$ cat src/rtl/prog_seq.sv
// Program sequencer: PC register with IDLE/RUN/HALTED control FSM,
// branch/jump/call/return ops and a bounded LIFO return stack.
module prog_seq #(
   parameter int unsigned     L         = 10,
   parameter int unsigned     D         = 4,
   parameter logic [L-1:0]    RESET_VEC = '0
) (
   input  logic                     Clk,
   input  logic                     Reset,
   input  logic                     Start,
   input  logic                     Stall,
   input  logic [2:0]               Op,
   input  logic [L-1:0]             Target,
   output logic [L-1:0]             ProgCtr,
   output logic [$clog2(D+1)-1:0]   Depth,
   output logic                     Done,
   output logic                     StkErr
);

   localparam int unsigned DW = $clog2(D + 1);
   localparam int unsigned IW = (D > 1) ? $clog2(D) : 1;

   typedef enum logic [1:0] {
      IDLE   = 2'd0,
      RUN    = 2'd1,
      HALTED = 2'd2
   } state_e;

   typedef enum logic [2:0] {
      OP_NEXT = 3'b000,
      OP_BREL = 3'b001,
      OP_JABS = 3'b010,
      OP_CALL = 3'b011,
      OP_RET  = 3'b100,
      OP_HALT = 3'b101
   } op_e;

   state_e          state_q, state_d;
   logic [L-1:0]    pc_q, pc_d;
   logic [DW-1:0]   depth_q, depth_d;
   logic            err_q, err_d;
   logic            done_q;
   logic [L-1:0]    stack_q [D];
   logic            push;
   logic [L-1:0]    ret_addr;

   assign ret_addr = pc_q + L'(1);

   always_comb begin
      state_d = state_q;
      pc_d    = pc_q;
      depth_d = depth_q;
      err_d   = err_q;
      push    = 1'b0;
      case (state_q)
         IDLE: begin
            if (!Start) state_d = RUN;
         end
         RUN: begin
            if (!Stall && !Start) begin
               case (op_e'(Op))
                  OP_BREL: pc_d = pc_q + Target;
                  OP_JABS: pc_d = Target;
                  OP_CALL: begin
                     if (depth_q == DW'(D)) begin
                        err_d   = 1'b1;
                        state_d = HALTED;
                     end else begin
                        push    = 1'b1;
                        pc_d    = Target;
                        depth_d = depth_q + DW'(1);
                     end
                  end
                  OP_RET: begin
                     if (depth_q == '0) begin
                        err_d   = 1'b1;
                        state_d = HALTED;
                     end else begin
                        pc_d    = stack_q[IW'(depth_q - DW'(1))];
                        depth_d = depth_q - DW'(1);
                     end
                  end
                  OP_HALT: state_d = HALTED;
                  default: pc_d = ret_addr;
               endcase
            end
         end
         HALTED: begin
            if (Start) begin
               pc_d    = RESET_VEC;
               depth_d = '0;
               err_d   = 1'b0;
               state_d = IDLE;
            end
         end
         default: state_d = IDLE;
      endcase
   end

   // Done tracks the next state so it is high exactly while state_q is HALTED.
   always_ff @(posedge Clk) begin
      if (Reset) begin
         state_q <= IDLE;
         pc_q    <= RESET_VEC;
         depth_q <= '0;
         err_q   <= 1'b0;
         done_q  <= 1'b0;
      end else begin
         state_q <= state_d;
         pc_q    <= pc_d;
         depth_q <= depth_d;
         err_q   <= err_d;
         done_q  <= (state_d == HALTED);
      end
   end

   // Entry storage is not reset; Depth alone defines which entries are valid.
   always_ff @(posedge Clk) begin
      if (!Reset && push) stack_q[IW'(depth_q)] <= ret_addr;
   end

   assign ProgCtr = pc_q;
   assign Depth   = depth_q;
   assign Done    = done_q;
   assign StkErr  = err_q;

endmodule

$ cat config.mk
export PLATFORM = sky130hd
export DESIGN_NAME = prog_seq
export DESIGN_NICKNAME = d
export VERILOG_FILES = /design/src/rtl/prog_seq.sv
export SDC_FILE = /design/constraint.sdc
export NUM_CORES = 1
export LEC_CHECK = 0
export ABC_AREA = 1
export ABC_CLOCK_PERIOD_IN_PS = 5050
export CAP_MARGIN = 20
export CORE_MARGIN = 2
export CORE_UTILIZATION = 45
export DETAILED_ROUTE_END_ITERATION = 10
export SYNTH_ARGS = -nofsm -noshare
export SYNTH_HDL_FRONTEND = slang
export SYNTH_SLANG_ARGS = --single-unit
$ cat constraint.sdc
create_clock -name Clk -period 5.05 [get_ports Clk]
set_input_delay 1.515 -clock Clk [delete_from_list [all_inputs] [get_ports Clk]]
set_output_delay 1.515 -clock Clk [all_outputs]
set_load 0.03 [all_outputs]
==> impl_metrics.env <==
export IMPL_finClkSkew_ns=0.006620
export IMPL_synth_cell_type_count=44
export IMPL_finalNonFillerCells=576
export IMPL_wl_per_cell_um=15.30
export IMPL_via_per_inst=5.194
export IMPL_syn_nets=472
export IMPL_max_cap_violations=0
export IMPL_syn_area_um2=3521
export IMPL_reg2reg_depth=8
export IMPL_startpoint_type="input port"
export IMPL_dieArea_um2=8548
export IMPL_avgSynthCellArea_um2=8.094
export IMPL_cts_root_buf="clkbuf_8"
export IMPL_clock_sinks=57
export IMPL_outcome="finished, final reports clean"
export IMPL_path_clk_slew_ns=0.07
export IMPL_rows=32
export IMPL_ys_seq_area_frac=0.4378
export IMPL_start_util=0.4604
export IMPL_htree_num_levels=3
export IMPL_ctsHoldBuffers=0
export IMPL_nets=506
export IMPL_die_h_um=92.46
export IMPL_syn2layout_area_growth_pct=16.49
export IMPL_fin_ws_ns=1.620
export IMPL_antenna_found_initial=0
export IMPL_n_antenna_cell=0
export IMPL_worst_skew_pair_late_latency_ns=0.34
export IMPL_drt_initial_drc_count=192
export IMPL_yosys_warnings=0
export IMPL_p_total_mw=1.213
export IMPL_worst_pin_slew_ns=0.8804
export IMPL_synth_top_cell_area_share=0.3412
export IMPL_vdd_drop_max_mv=0.1107
export IMPL_synthArstFlopShare=0
export IMPL_vias=2992
export IMPL_drt_pass1_iter_count=4
export IMPL_grt_pass1_vias=2835
export IMPL_synth_seq_cells=57
export IMPL_worstReg2RegEnd="stack_q[3][9]$_DFFE_PP_"
export IMPL_holdCritPathClass="reg2reg"
export IMPL_required_ns=5.02
export IMPL_hpwl_mm=6.465
export IMPL_worstHoldEndpoint="StkErr$_SDFFE_PP0P_"
export IMPL_grt_max_degree=26
export IMPL_io_pins=32
export IMPL_drc=0
export IMPL_grt_usage=0.2183
export IMPL_synth_edff_count=40
export IMPL_placed_cells=560
export IMPL_grt_setup_unrepaired="false"
export IMPL_nFillCells=733
export IMPL_grt_pass1_wl_mm=14.26
export IMPL_cts_tree="yes"
export IMPL_place_ws_ns=1.254
export IMPL_core_area_um2=7647
export IMPL_synth_area_leaders="edfxtp_1 (34%), nand2_1 (11%), dfxtp_1 (9.7%), ha_1 (6.8%), nor2_1 (6.0%)"
export IMPL_synthCells=435
export IMPL_finalHoldViolations=0
export IMPL_r2r_start="Depth[0]$_SDFFE_PP0P_"
export IMPL_crit_path_end_kind="flip-flop"
export IMPL_ant_nets=0
export IMPL_setup_viol=0
export IMPL_place_congestion=0.9024
export IMPL_cts_made_buffers=9
export IMPL_critical_path_max_fanout=10
export IMPL_cts_resized=0
export IMPL_min_period_ns=3.430
export IMPL_drive_above_1_share=0.1097
export IMPL_critical_path_class="in2reg"
export IMPL_whs_path_depth=2
export IMPL_finalMaxSlewViolations=0
export IMPL_clock_path_buffers=2
export IMPL_fp_dieW_um=92.46
export IMPL_worstPathArrival_ns=3.40
export IMPL_period_share=0.6792
export IMPL_regToRegSetupSlack_ns=2.17
export IMPL_wirelength_mm=8.813
export IMPL_yosysTopAreaCell="edfxtp_1"
export IMPL_fmax_mhz=291.6
export IMPL_slew_limit_headroom=0.4109
export IMPL_globalRouteOverflowTotal=0
export IMPL_power_density_nw_per_um2=295.8
export IMPL_register_area_um2=1541
export IMPL_ys_flop_type="edfxtp_1"
export IMPL_io_buffers=31
export IMPL_power_leakage_nw=1.654
export IMPL_post_cts_buffers=0
export IMPL_worstHoldStart="StkErr$_SDFFE_PP0P_"
export IMPL_multi_input_area_um2=1738
export IMPL_setup_tns_ns=0
export IMPL_fin_hold_ws_ns=0.4819
## logic make-up after synthesis
logic type	after synthesis	synth area share
compound gates	71	0.1109
xor+xnor	7	0.01955
fa+ha+maj	20	0.07321
buf+inv	56	0.06858
flops	57	0.4378
simple gates	224	0.2900
## flip-flops by register name (all words and copies together) (netlist names)
register	count
Depth	3
stack_q	40
ProgCtr	10
Done	1
state_q	2
StkErr	1
## final cells by class
type	count	area share
clock buffers	9	0.03020
repair buffers	33	0.07932
flip-flops and latches	57	0.3758
inverters	46	0.04271
clock inverters	7	0.01708
multi-input cells	322	0.4237
well taps	102	0.03112
## layer usage
metal | wire, um | vias to the layer above | GRT usage
met3 | 208 | 12 | 0.03255
met2 | 4388 | 43 | 0.3723
li1 | - | 1524 | -
met1 | 4077 | 1413 | 0.2828
met5 | 0 | - | 0
met4 | 138 | 0 | 0.07711
## worst max-delay path, stage by stage
cell	delay [ns]
clkdlybuf4s50_1	0.48
inv_2	0.12
nand2_4	0.08
nor2_4	0.11
inv_2	0.04
nor2_1	0.11
nand4_1	0.20
nor2_1	0.74
## cell usage in the layout, fill, tap and decap left out, types with 17 or more instances in the layout
| master | n |
|---|---|
| a21oi_1 | 34 |
| clkdlybuf4s50_1 | 31 |
| dfxtp_1 | 17 |
| edfxtp_1 | 40 |
| ha_1 | 19 |
| inv_1 | 36 |
| nand2_1 | 107 |
| nand3_1 | 31 |
| nor2_1 | 56 |
| o21ai_0 | 20 |
## per-stage QoR
step / util / instance area, um2
2_1_floorplan: - / 3521
3_3_place_gp: 0.5110 / 3908
3_5_place_dp: 0.5110 / 3908
4_1_cts: 0.5363 / 4101
5_1_grt: 0.5363 / 4101
6_report: 0.5363 / 4101
## cell usage after synthesis, types with 2 or more instances
| cell | number |
|---|---|
| nand2_1 | 107 |
| nor2_1 | 56 |
| edfxtp_1 | 40 |
| inv_1 | 36 |
| a21oi_1 | 34 |
| nand3_1 | 31 |
| o21ai_0 | 20 |
| ha_1 | 19 |
| dfxtp_1 | 17 |
| inv_2 | 7 |
| buf_2 | 5 |
| nand2_2 | 5 |
| nand4_1 | 5 |
| xnor2_1 | 5 |
| nand3_2 | 4 |
| o22ai_1 | 4 |
| nor2_2 | 3 |
| o21ai_1 | 3 |
| a21oi_2 | 2 |
| buf_4 | 2 |
| buf_6 | 2 |
| clkinv_2 | 2 |
| nand3b_1 | 2 |
| nor2_4 | 2 |
| nor3_2 | 2 |
| or2_2 | 2 |
## power breakdown
part           internal, mW  switching, mW
Sequential            0.511         0.0150
Clock                 0.226          0.198
Combinational        0.0948          0.168
## how the worst max path moves through the flow
stage,slack [ns],endpoint,depth (start not counted),from
3_5_place_dp,1.25,stack_q[3][5]$_DFFE_PP_,8,Op[2]
6_report,1.62,stack_q[3][9]$_DFFE_PP_,8,Op[2]
3_3_place_gp,1.29,stack_q[3][5]$_DFFE_PP_,8,Op[2]
4_1_cts,1.61,stack_q[2][4]$_DFFE_PP_,8,Op[2]
5_1_grt,1.42,stack_q[3][2]$_DFFE_PP_,8,Op[2]
2_1_floorplan,2.17,stack_q[1][0]$_DFFE_PP_,7,Op[2]
No activity file was read; power rests on OpenSTA's default activity.
==> RTL edit 1 (same flow settings) <==
Add an input register stage for `Target`, cleared by the reset; this delays it by one clock. The other inputs are not delayed to match.
--- a/src/rtl/prog_seq.sv
+++ b/src/rtl/prog_seq.sv
@@ -36,4 +36,14 @@
    } op_e;
 
+   logic [L-1:0] Target_q;
+
+   always_ff @(posedge Clk) begin
+      if (Reset) begin
+         Target_q <= '0;
+      end else begin
+         Target_q <= Target;
+      end
+   end
+
    state_e          state_q, state_d;
    logic [L-1:0]    pc_q, pc_d;
@@ -60,6 +70,6 @@
             if (!Stall && !Start) begin
                case (op_e'(Op))
-                  OP_BREL: pc_d = pc_q + Target;
-                  OP_JABS: pc_d = Target;
+                  OP_BREL: pc_d = pc_q + Target_q;
+                  OP_JABS: pc_d = Target_q;
                   OP_CALL: begin
                      if (depth_q == DW'(D)) begin
@@ -68,5 +78,5 @@
                      end else begin
                         push    = 1'b1;
-                        pc_d    = Target;
+                        pc_d    = Target_q;
                         depth_d = depth_q + DW'(1);
                      end
Behaviour: not the same (a bounded check fails within 4 cycles, from zero or initial values and one cycle with Reset high).
==> RTL edit 1 against the unedited design <==
Design area increased by 9.5%; sequential power rose by 16%; highest routed layer unchanged; sequential cell count up 10; setup slack worse by 130 ps; power up 9.5%; wire length rose by 3.7%; area after synthesis grew 11%.
==> RTL edit 1: results (changes against the unedited design) <==
- The number of design-rule violations left by the first detailed-router iteration was 147 (was 192).
- The buffer count from post-CTS setup fixing came to 0 (unchanged).
- The cell at the root of the clock tree is clkbuf_8 (unchanged).
- The maximum buffer depth of the clock tree is 2 (unchanged).
- The sequential area share after synthesis is 0.447 (was 0.438).
- The count of flip-flops with a built-in enable after synthesis is 40 (unchanged).
- After clock tree synthesis, the clock-pin slew on the worst setup and hold paths is 80 ps.
- The portion of synthesized cell area occupied by the leading cell type came to 0.308 (was 0.341).
- The global routing usage summed across all routing layers is 0.201 (was 0.218).
- The via density per instance is 5.06 (was 5.19).
- The number of placed cells counting well taps came to 602 (was 560).
- Outcome: finished clean (unchanged).
- The first-pass GRT wire length was 15.0 mm (was 14.3 mm).
- The largest net degree at the start of global routing is 26 (unchanged).
- The number of distinct library cells after synthesis came to 43 (was 44).
- The worst-case setup slack after placement was 1110 ps (was 1250 ps).
- Top cells by count, synth: nand2_1 (109), nor2_1 (64), inv_1 (56) (was nand2_1 (107), nor2_1 (56), edfxtp_1 (40)).
- The post-detailed-route wirelength per cell is 14.8 um (was 15.3 um).
- The filler-free cell count of the finished design is 618 (was 576).
- The total number of nets in the final design is 545 (was 506).
- The largest fanout on the critical path was 10 (unchanged).
- The worst-case clock skew is 8.39 ps (was 6.62 ps).
- The share of synthesized flip-flops with an asynchronous set or reset was 0 (unchanged).
- The placement-stage cell area is 4290 sq um (was 3910 sq um).
- The quantity of I/O buffers inserted on ports came to 31 (unchanged).
- The worst slew margin relative to its limit is 0.397 (was 0.411).
- Most area-consuming cells after synthesis: edfxtp_1 (31%), dfxtp_1 (14%), nand2_1 (11%) (was edfxtp_1 (34%), nand2_1 (11%), dfxtp_1 (9.7%)).
- The iteration count of the initial detailed-routing pass came to 4 (unchanged).
- The post-cts repair resize count is 0 (unchanged).
- The final estimated routing congestion in global placement is 0.836 (was 0.902).
- The total nets after synthesis is 511 (was 472).
- The total half-perimeter wirelength after legalization and detailed placement is 6.64 mm (was 6.46 mm).
- The static leakage is 1.86 nW (was 1.65 nW).
- The average footprint of a synthesized cell is 8.21 sq um (was 8.09 sq um).
- The synthesis warning total is 0 (unchanged).
- The fraction of final layout cells with drive strength greater than 1 was 0.107 (was 0.110).
- The flip-flop count of the largest register after layout is 40 (unchanged).
- The clock insertion delay at the later pin of the skew report is 350 ps.
- The prevailing post-synth register cell is edfxtp_1 (unchanged).
- The largest vdd supply drop is 0.146 mV (was 0.111 mV).
- The via count of the first global-routing pass is 3124 (was 2835).
-- RTL edit 1: changes by cell type after synthesis, moves of 3 or more --
cell,change
dfxtp_1,+10
inv_1,+20
nand2_2,-3
nor2_1,+8
-- RTL edit 1: report_power, final --
| part | internal, mW | switching, mW | total [mW] |
|---|---|---|---|
| Clock | 0.231 | 0.227 | 0.459 |
| Combinational | 0.0944 | 0.166 | 0.260 |
| Sequential | 0.592 | 0.0176 | 0.610 |
-- RTL edit 1: area by class of cell --
class | instances | area, sq um
fill | 811 | 3810
multi-input combinational | 333 | 1850
sequential | 67 | 1740
timing repair buffer | 33 | 325
inverter | 64 | 240
tap | 105 | 131
clock buffer | 9 | 124
clock inverter | 7 | 76.3
-- RTL edit 1: worst max-delay path: stages --
cell	delay, ps
clkdlybuf4s50_1	600
inv_2	100
nor2_4	190
inv_2	60
nor2_1	120
nand4_1	190
nor2_1	760
-- RTL edit 1: path summary, 6_finish.rpt --
path	startpoint	endpoint	slack, ps	cells after the start
worst max-delay path	Op[0]	stack_q[3][8]	1490	7
worst min-delay path	StkErr	StkErr	490	2
worst max register to register	Depth[0]	stack_q[3][8]	2090	8
worst min register to register	StkErr	StkErr	490	2
-- RTL edit 1: cell families (layout without fill, tap and decap cells) --
kind of cell             Yosys count  count (layout)  share of synthesized area
XOR/XNOR                           7               7                     0.0177
flip-flops                        67              67                      0.447
buffers and inverters             74             113                     0.0774
adder cells (fa/ha/maj)           20              20                     0.0662
AO/OA/AOI/OAI                     67              67                     0.0974
AND/OR/NAND/NOR                  239             239                      0.294
-- RTL edit 1: layer usage --
metal,vias to the layer above,global-route usage,part of all wire,routed length [um]
met3,16,0.0470,0.047,427
met2,67,0.340,0.49,4470
met4,0,0.0596,0.019,178
met5,-,0,0,0
met1,1423,0.256,0.44,4060
li1,1618,-,-,-
==> RTL edit 2 (same flow settings) <==
Without the edit above. The parameter `D` goes from 4 to 2.
--- a/src/rtl/prog_seq.sv
+++ b/src/rtl/prog_seq.sv
@@ -3,5 +3,5 @@
 module prog_seq #(
    parameter int unsigned     L         = 10,
-   parameter int unsigned     D         = 4,
+   parameter int unsigned     D         = 2,
    parameter logic [L-1:0]    RESET_VEC = '0
 ) (
Ports: changed (resized Depth); port bits go from 32 to 31. No check against the original RTL was run, so the function may have changed too.
==> RTL edit 2 against the unedited design <==
Sequential cell count shrank 21; first-iteration DRC count is 26% lower; area after synthesis is 29% lower; final cell count decreased by 20%; power fell by 35%; wire length shrank 27%; design area decreased by 27%; setup slack gained 1.4 ps; hold slack worse by 6.6 ps; largest power group unchanged; highest routed layer unchanged.
==> RTL edit 2: results (changes against the unedited design) <==
- The post-cts repair resize count was 0 (unchanged).
- The worst slew margin relative to its limit is 0.459 (was 0.411).
- The register containing the most flip-flops in the final layout is stack_q (unchanged).
- The largest vdd supply drop is 0.192 mV (was 0.111 mV).
- The flip-flop count of the largest register after layout is 20 (was 40).
- The total via count in the routed design came to 2362 (was 2992).
- The total number of nets in the final design is 421 (was 506).
- The number of antenna violations at the first check in global routing was 0 (unchanged).
- The static leakage is 1.29 nW (was 1.65 nW).
- The clock transition at the registers of the reported paths is 80 ps.
- The number of buffers inserted during clock tree synthesis was 5 (was 9).
- The worst-case clock skew came to 10.8 ps (was 6.62 ps).
- The count of flip-flops with a built-in enable after synthesis is 20 (was 40).
- The first-pass GRT wire length is 10.5 mm (was 14.3 mm).
- The largest fanout on the critical path came to 10 (unchanged).
- The final estimated routing congestion in global placement was 0.841 (was 0.902).
- The share of synthesized flip-flops with an asynchronous set or reset is 0 (unchanged).
- The number of distinct library cells after synthesis is 34 (was 44).
- The synthesis warning total is 0 (unchanged).
- The antenna diode count was 0 (unchanged).
- The total nets after synthesis came to 389 (was 472).
- The startpoint of the most critical register-to-register path is Depth[0] (unchanged).
- The H-tree depth is 2 (was 3).
- The filler cell count in the final layout was 523 (was 733).
- The fraction of final layout cells with drive strength greater than 1 was 0.0438 (was 0.110).
- The total half-perimeter wirelength after legalization and detailed placement is 4.92 mm (was 6.46 mm).
- The startpoint of the most critical setup path was Op[0] (was Op[2]).
- The quantity of I/O buffers inserted on ports came to 30 (was 31).
- The number of design-rule violations left by the first detailed-router iteration was 142 (was 192).
- The sequential area share after synthesis came to 0.368 (was 0.438).
- The clock insertion delay at the later pin of the skew report is 290 ps (was 340 ps).
- The largest net degree at the start of global routing is 15 (was 26).
- The stage delay of the slowest cell on the critical path came to 660 ps (was 740 ps).
- The global routing usage summed across all routing layers is 0.221 (was 0.218).
- Top cells by count, synth: nand2_1 (113), inv_1 (43), nor2_1 (42) (was nand2_1 (107), nor2_1 (56), edfxtp_1 (40)).
- The iteration count of the initial detailed-routing pass is 4 (unchanged).
- The startpoint of the tightest hold check path is StkErr (unchanged).
- The end point of the critical path is stack_q[0][2] (was stack_q[3][9]).
- The reg2reg setup slack is 2440 ps (was 2170 ps).
- The type of the worst min-delay path was reg -> reg (unchanged).
- The via count of the first global-routing pass is 2151 (was 2835).
- The buffer count from post-CTS setup fixing came to 0 (unchanged).
- Most area-consuming cells after synthesis: edfxtp_1 (24%), nand2_1 (17%), dfxtp_1 (13%) (was edfxtp_1 (34%), nand2_1 (11%), dfxtp_1 (9.7%)).
- Outcome: finished clean (unchanged).
- The count of cells along the worst register-to-register path is 5 (was 8).
- The maximum buffer depth of the clock tree came to 2 (unchanged).
- The total length of routed wires is 6.44 mm (was 8.81 mm).
==> RTL edit 2: worst min-delay path by stage <==
stage | slack [ps] | end | depth (start not counted)
after floorplan | 590 | StkErr | 2
after global placement | 450 | StkErr | 2
after detailed placement | 450 | StkErr | 2
after CTS | 470 | StkErr | 2
after global routing | 520 | StkErr | 2
final | 480 | StkErr | 2
==> RTL edit 2: metrics by stage <==
step | setup WS, ps | cells | utilization | cell area [sq um] | hold WS (ps)
2_1_floorplan | 2100 | 355 | - | 2500 | 585
4_1_cts | 1590 | 460 | 0.549 | 2990 | 471
3_5_place_dp | 1320 | 452 | 0.528 | 2870 | 454
6_report | 1620 | 460 | 0.549 | 2990 | 475
5_1_grt | 1350 | 460 | 0.549 | 2990 | 520
3_3_place_gp | 1310 | 452 | 0.528 | 2870 | 454
==> RTL edit 2: cell families after synthesis <==
family / Yosys count / synth area share
AOI/OAI and AO/OA: 47 / 0.110
DFF: 36 / 0.368
buffers and inverters: 49 / 0.0754
xor gates and xnor gates: 5 / 0.0175
adders and majority gates: 17 / 0.0879
and+or+nand+nor: 201 / 0.342
==> RTL edit 2: power by group <==
group          internal [mW]  leakage, nW  switching (mW)  total (mW)
clock                  0.149       0.0548           0.110       0.258
sequential             0.319        0.313          0.0174       0.336
combinational         0.0719        0.924           0.116       0.188
total                  0.540         1.29           0.243       0.782
==> RTL edit 2: metal layers <==
layer | wire (um) | vias to the layer above | GRT usage
met5 | 0 | - | 0
met4 | 110 | 0 | 0.0719
met3 | 276 | 10 | 0.0391
met2 | 2840 | 56 | 0.336
met1 | 3210 | 1070 | 0.316
li1 | - | 1226 | -
==> RTL edit 2: layout make-up <==
cell class / count / area, sq um / share of cell area
Timing Repair Buffer: 30 / 300 / 0.101
Inverter: 44 / 165 / 0.0553
Sequential cell: 36 / 921 / 0.308
Tap cell: 72 / 90.1 / 0.0302
Multi-Input combinational cell: 270 / 1400 / 0.467
Clock buffer: 5 / 68.8 / 0.0230
Clock inverter: 3 / 46.3 / 0.0155
==> RTL edit 2: worst max-delay path: cells and delay by family <==
kind,cells,cell delay [ps]
buffers and inverters,3,740
and+or+nand+nor,4,1090
